## src/rtl/fetch_buffer.sv

```systemverilog
`default_nettype none
// ============================================================================
// Module   : fetch_buffer
// Purpose  : Fetch-stage instruction buffer. A slot is reserved when an imem
//            request issues (PC written then), the instruction lands when the
//            in-order response returns, and dispatch drains filled head
//            entries through a valid/ready handshake. A flush empties the
//            buffer and arranges for in-flight responses to be dropped.
// Revision : 1.0 - initial release
// ============================================================================
module fetch_buffer #(
  parameter int DEPTH  = 8,
  parameter int PC_W   = 32,
  parameter int INST_W = 32
) (
  input  logic                       clk,
  input  logic                       rst,
  input  logic                       flush,
  input  logic                       req_valid,
  input  logic [PC_W-1:0]            req_pc,
  output logic                       req_ready,
  input  logic                       imem_resp,
  input  logic [INST_W-1:0]          imem_rdata,
  input  logic                       deq_ready,
  output logic                       deq_valid,
  output logic [PC_W-1:0]            deq_pc,
  output logic [INST_W-1:0]          deq_inst,
  output logic [$clog2(DEPTH+1)-1:0] count
);

  localparam int c_IDX_W = $clog2(DEPTH);
  localparam int c_PTR_W = c_IDX_W + 1;
  localparam int c_CNT_W = $clog2(DEPTH + 1);
  localparam int c_SUM_W = c_CNT_W + 1;

  // Pointers carry a wrap bit so full and empty are distinguishable.
  logic [c_PTR_W-1:0] r_head;
  logic [c_PTR_W-1:0] r_fill;
  logic [c_PTR_W-1:0] r_alloc;
  logic [c_CNT_W-1:0] r_drop;
  logic [DEPTH-1:0]   r_filled;
  logic [PC_W-1:0]    r_pc   [DEPTH];
  logic [INST_W-1:0]  r_inst [DEPTH];

  logic [c_IDX_W-1:0] w_head_idx;
  logic [c_IDX_W-1:0] w_fill_idx;
  logic [c_IDX_W-1:0] w_alloc_idx;
  logic [c_PTR_W-1:0] w_unfilled;
  logic [c_PTR_W-1:0] w_count;
  logic [c_SUM_W-1:0] w_outstanding;
  logic [c_SUM_W-1:0] w_drop_flush;
  logic               w_full;
  logic               w_alloc;
  logic               w_fill;
  logic               w_deq;

  assign w_head_idx  = r_head[c_IDX_W-1:0];
  assign w_fill_idx  = r_fill[c_IDX_W-1:0];
  assign w_alloc_idx = r_alloc[c_IDX_W-1:0];

  assign w_unfilled    = r_alloc - r_fill;
  assign w_count       = r_alloc - r_head;
  assign w_full        = (w_count == c_PTR_W'(DEPTH));
  // Responses still owed by imem: stale ones to drop plus live unfilled slots.
  assign w_outstanding = c_SUM_W'(r_drop) + c_SUM_W'(w_unfilled);

  // A response in the flush cycle is consumed regardless of its epoch; the
  // zero guard only matters for a protocol-violating response.
  assign w_drop_flush  = (imem_resp && (w_outstanding != '0))
                         ? (w_outstanding - c_SUM_W'(1)) : w_outstanding;

  // rst gating keeps req_ready low for the whole time reset is asserted.
  assign req_ready = rst && !flush && !w_full && (w_outstanding < c_SUM_W'(DEPTH));
  assign deq_valid = (w_count != '0) && r_filled[w_head_idx];
  assign deq_pc    = r_pc[w_head_idx];
  assign deq_inst  = r_inst[w_head_idx];
  assign count     = c_CNT_W'(w_count);

  assign w_alloc = req_valid && req_ready;
  assign w_fill  = imem_resp && !flush && (r_drop == '0) && (w_unfilled != '0);
  assign w_deq   = deq_valid && deq_ready && !flush;

  // Pointer, drop counter and filled-bit bookkeeping.
  always_ff @(posedge clk or negedge rst) begin
    if (!rst) begin
      r_head   <= '0;
      r_fill   <= '0;
      r_alloc  <= '0;
      r_drop   <= '0;
      r_filled <= '0;
    end else if (flush) begin
      r_head   <= '0;
      r_fill   <= '0;
      r_alloc  <= '0;
      r_filled <= '0;
      r_drop   <= c_CNT_W'(w_drop_flush);
    end else begin
      // Alloc, fill and head indices never collide when their actions fire.
      if (w_alloc) begin
        r_filled[w_alloc_idx] <= 1'b0;
        r_alloc               <= r_alloc + c_PTR_W'(1);
      end
      if (imem_resp && (r_drop != '0)) begin
        r_drop <= r_drop - c_CNT_W'(1);
      end
      if (w_fill) begin
        r_filled[w_fill_idx] <= 1'b1;
        r_fill               <= r_fill + c_PTR_W'(1);
      end
      if (w_deq) begin
        r_filled[w_head_idx] <= 1'b0;
        r_head               <= r_head + c_PTR_W'(1);
      end
    end
  end

  // Payload storage; contents are qualified by the filled bits, so no reset.
  always_ff @(posedge clk) begin
    if (w_alloc) begin
      r_pc[w_alloc_idx] <= req_pc;
    end
    if (w_fill) begin
      r_inst[w_fill_idx] <= imem_rdata;
    end
  end

endmodule
`default_nettype wire

```

## config.mk

```make
export PLATFORM = sky130hd
export DESIGN_NAME = fetch_buffer
export DESIGN_NICKNAME = d
export VERILOG_FILES = /design/src/rtl/fetch_buffer.sv
export SDC_FILE = /design/constraint.sdc
export NUM_CORES = 1
export LEC_CHECK = 0
export CAP_MARGIN = 20
export CORE_MARGIN = 1.5
export CORE_UTILIZATION = 30
export CTS_CLUSTER_DIAMETER = 150
export DETAILED_ROUTE_END_ITERATION = 8
export HOLD_SLACK_MARGIN = 0.05
export PLACE_DENSITY_LB_ADDON = 0.2
export RECOVER_POWER = 50
export SYNTH_ARGS = -nofsm -noshare
export SYNTH_HDL_FRONTEND = slang
export SYNTH_SLANG_ARGS = --single-unit
export TNS_END_PERCENT = 1
```

## constraint.sdc

```tcl
create_clock -name clk -period 18.6 [get_ports clk]
set_clock_uncertainty 0.2 [all_clocks]
set_input_delay 3.72 -clock clk [delete_from_list [all_inputs] [get_ports clk]]
set_output_delay 3.72 -clock clk [all_outputs]
set_load 0.02 [all_outputs]
```

* Word-level counts from Yosys, hierarchy flattened
Memory sizes are Yosys's and may differ from the RTL's. Cells that the tools add are included.
Storage, ports and cells: register bits 24, bits in writable memories 512, logic and storage cells 81, memories kept 2
Operators by class: $add $sub $neg 8, $lt $le $gt $ge 7, equal/unequal tests 1, mux-type cells 27, bitwise logic cells 5, reduce and logical (&&, ||, !) cells 26
Memories:
- r_inst | words 8, bits a word 32, read ports 1, clocked after memory_dff 0, write ports 1, line 43 | logic [INST_W-1:0] r_inst [DEPTH];
- r_pc | words 8, bits a word 32, read ports 1, clocked after memory_dff 0, write ports 1, line 42 | logic [PC_W-1:0] r_pc [DEPTH];
Operators by type and width (number):
- 2-to-1 mux 8 bit | 6
- 2-to-1 mux 4 bit | 9
- bitwise AND 8 bit | 2
- NOT 8 bit | 2
- logical AND 1 bit | 15
- adder 4 x 1 -> 4 bit, second input constant | 3
- < comparator 3 x 4 -> 1 bit, second input constant | 3
- nonzero test 4 bit | 3
- demux 1 bit (select 3 bit) | 3
- >= comparator 3 x 1 -> 1 bit, second input constant | 3
- 2-to-1 mux 1 bit | 8
- OR 8 bit | 1
- nonzero test 2 bit | 4
- subtractor 4 x 1 -> 4 bit, second input constant | 2
- subtractor 4 bit | 2
- adder 4 x 4 -> 5 bit | 1
- < comparator 5 x 4 -> 1 bit, second input constant | 1
- nonzero test 5 bit | 1
- == test 4 bit, second input constant | 1
- zero test 4 bit | 1
- binary-select mux 1 bit (select 3 bit) | 1
- zero test 1 bit | 2

* Depth between registers and ports, before layout
depth in word-level cells 14, gate-level depth with buffers 13, gate-level depth less buffers 12

* Least setup slack after synthesis
OpenSTA, ideal clock, no wires.
path kind input-to-output, start in flush, end out req_ready, arrival 4.525 ns, path slack 10.155 ns, stages 3, cell sequence nand2b_1 or3_1 nor2_1
Between the ends: longest elaborated chain between the ends 4
RTL lines:
- from (decl) | line 18 | input logic flush,
- zero test 1 bit | line 73 | assign req_ready = rst && !flush && !w_full && (w_outstanding < c_SUM_W'(DEPTH));
- logical AND 1 bit (3 in series) | line 73
- to (decl) | line 21 | output logic req_ready,
No other way between the ends.

* Final worst setup path
start in rst, end out req_ready
Between the ends: longest elaborated chain between the ends 3
RTL lines:
- from (decl) | line 17 | input logic rst,
- logical AND 1 bit (3 in series) | line 73
No other way between the ends.

==> run_results.csv <==
group,metric,value,unit
cells_and_area,fillers,6765,
cells_and_area,stdcell_count,2514,
clock_network,ctsResizeCount,0,
hold_path,hold_depth,2,
sta,rsz0062_at_grt,"false",
placement,portBuffers,139,
drt,firstDrtPassIters,5,
drt,drc_errors,0,
floorplanning,dieArea,73900,um2
global_route,grt_use_total,14.7,%
clock_network,clk_latency,0.61,ns
global_route,overflow,0,
floorplanning,dieHeight,272,um
synth,synth_top_area_cell,"edfxtp_1",
status,violations,"capacitance limit, slew limit",
setup_path,cp_cell_sequence,"dlygate4sd3_1 -> clkbuf_1 -> nand2b_1 -> or3_1 -> nor2_1 -> clkdlybuf4s50_1",
setup_path,regToRegStartpoint,"r_alloc[1]$_DFFE_PN0P_",
floorplanning,io_pins,140,
placement,globalplace.congestion,0.741,
synth,synthDistinctLibCells,65,
setup_path,critPathArrivalTime,6.74,ns
cells_and_area,fin_util,36.3,%
drt,num_vias,12073,
cells_and_area,mostFrequentLayoutCells,"edfxtp_1, mux2i_1, nor2_1",
power,p_total,2.51,mW
setup_path,cp_data_required_time,14.68,ns
synth,ys_seq_area_share,73.7,%
synth,synth_edf_count,512,
global_route,grt_max_degree,65,
clock_network,clock-sinks,536,
clock_network,h-tree-depth,2,
synth,yosys_most_used_dff,"edfxtp_1",
floorplanning,start_util,30.3,%
global_route,grt_pass1_wl,81000,um
drt,via_per_inst,4.80,
sta,setup_viol,0,
power,pwr_density_cell,96.7,nW/um2
power,power_leakage,8.02,nW
sta,drv_slew,33,
clock_network,tritoncts,"done",
placement,placed_cells,2411,
setup_path,cp-start-kind,"input pin",
cells_and_area,layout-drive-gt1-share,11.5,%
sta,fin_crit_sh,57.3,%
drt,drt_wl_total,55000,um
cells_and_area,multi_input_area,5300,um2
clock_network,cts_inserted_buffers,58,
synth,synth_top_area_share,70.9,%
hold_path,hold_end,"r_filled[6]$_DFF_PN0_",
cells_and_area,finish.instance_area,25900,um2
sta,tns,0,ns
floorplanning,die_w,272,um
status,outcome,"finished with violations",
sta,finalHoldViolCount,0,
synth,synth.area.top_cells,"edfxtp_1, mux2i_1, dfrtp_1",
placement,dpl-instance-area,24200,um2
global_route,first_global_vias,12547,
setup_path,path_max_fanout,26,
setup_path,rrSetupSlack,12.63,ns
setup_path,reg2reg_depth,10,
global_route,grt_util_met3,2.75,%
synth,yosys_warnings,0,
floorplanning,design.core.area,71500,um2
drt,wl_per_cell,21.9,um
global_route,antenna_found_initial,17,
floorplanning,num_rows,98,
synth,synth_area_per_cell,15.8,um2
hold_path,min_from,"r_filled[6]$_DFF_PN0_",
drt,ant_nets,0,
synth,syn_inst,1372,
power,vdd_ir_drop_max,0.0000744,V
global_route,grtUsageMet1,18.7,%
cells_and_area,final_nets,1612,
clock_network,cts-root-buf,"clkbuf_16",
synth,syn-num-nets,1463,
setup_path,max_stage_delay,1.05,ns
setup_path,critPathKind,"input pin to output pin",
setup_path,crit_path_end_kind,"output pin",
sta,tightest_slew,2.75,ns
clock_network,clk_pin_slew,0.06,ns
synth,synth-seq-cells,536,
setup_path,worst_r2r_endpoint,"r_pc[2][7]$_DFFE_PP_",
sta,slew_headroom,-83.5,%
cells_and_area,final_common_cell,"edfxtp_1",
synth,synth_area,21700,um2
clock_network,cts_buffer_depth,3,
drt,drtIter0Drc,751,
sta,fin_crit,10.66,ns
synth,async_flop_share,4.48,%
placement,dp_hpwl,28700,um
clock_network,cts_setup_buffers,0,
clock_network,ctsHoldBuffers,0,
sta,fmax,0.0938,GHz
global_route,grt-busiest-layer,"met2",
cells_and_area,syn_to_final_growth,19.6,%
setup_path,crit_slowest_cell,"clkbuf_1",
run,maxCapViolCount,1,
hold_path,hp-class,"register to register",
cells_and_area,layout.area.seq,16000,um2
global_route,use_met2,25.5,%
[layout make-up]
type,instances,share of cell area [%]
multi-input cells,732,20.5
well taps,950,4.58
flip-flops and latches,536,61.6
clock inverters,29,0.873
clock buffers,72,5.88
diodes,2,0.0193
repair buffers,169,6.19
inverters,24,0.347
[registers in the layout (all words and copies together) (netlist names)]
signal	count
r_drop	4
r_fill	4
r_pc	256
r_alloc	4
r_inst	256
r_filled	8
r_head	4
[how the worst max path moves through the flow]
stage | start | cells after the start | to | slack [ns]
3_5_place_dp | rst | 6 | req_ready | 8.78
3_3_place_gp | rst | 6 | req_ready | 8.80
6_report | rst | 6 | req_ready | 7.94
5_1_grt | rst | 6 | req_ready | 7.60
4_1_cts | rst | 6 | req_ready | 8.79
2_1_floorplan | flush | 3 | req_ready | 10.16
[Yosys cell counts (8+ instances only)]
library cell	n
a22oi_1	24
mux2i_1	144
o22a_1	33
nand2_1	48
mux2_2	48
ha_1	18
xnor2_1	12
a21oi_1	112
o21ai_0	50
buf_2	18
nand2b_1	8
o221ai_1	23
buf_1	10
clkbuf_1	50
dfrtp_1	24
nor2_1	128
edfxtp_1	512
inv_1	24
[report_power, final]
group	leakage [nW]	switching, mW	internal (mW)
Combinational	2.23	0.0556	0.0381
Clock	0.863	0.459	0.618
Sequential	4.92	0.00681	1.33
[worst max-delay path, delay by kind of cell]
| family | cells | cell delay [ns] |
|---|---|---|
| buffers and inverters | 3 | 2.20 |
| and+or+nand+nor | 3 | 0.81 |
[per-layer routing]
metal / routed length (um) / part of all wire (%)
met5: 56 / 0.10
met4: 1150 / 2.1
met2: 27200 / 50
met3: 2410 / 4.4
met1: 24100 / 44
[per-stage QoR]
step	setup WS, ns	hold slack (ns)
5_1_grt	7.60	0.401
4_1_cts	8.79	0.367
6_report	7.94	0.364
3_5_place_dp	8.78	0.357
2_1_floorplan	10.16	0.317
3_3_place_gp	8.80	0.348
[kinds of logic after synthesis]
| group | synth area share [%] |
|---|---|
| AO/OA/AOI/OAI | 8.19 |
| XOR/XNOR | 0.687 |
| adder cells (fa/ha/maj) | 1.32 |
| buffers and inverters | 1.96 |
| flip-flops | 73.7 |
| multiplexers | 9.56 |
| AND/OR/NAND/NOR | 4.58 |
No activity file was read; power rests on OpenSTA's default activity.
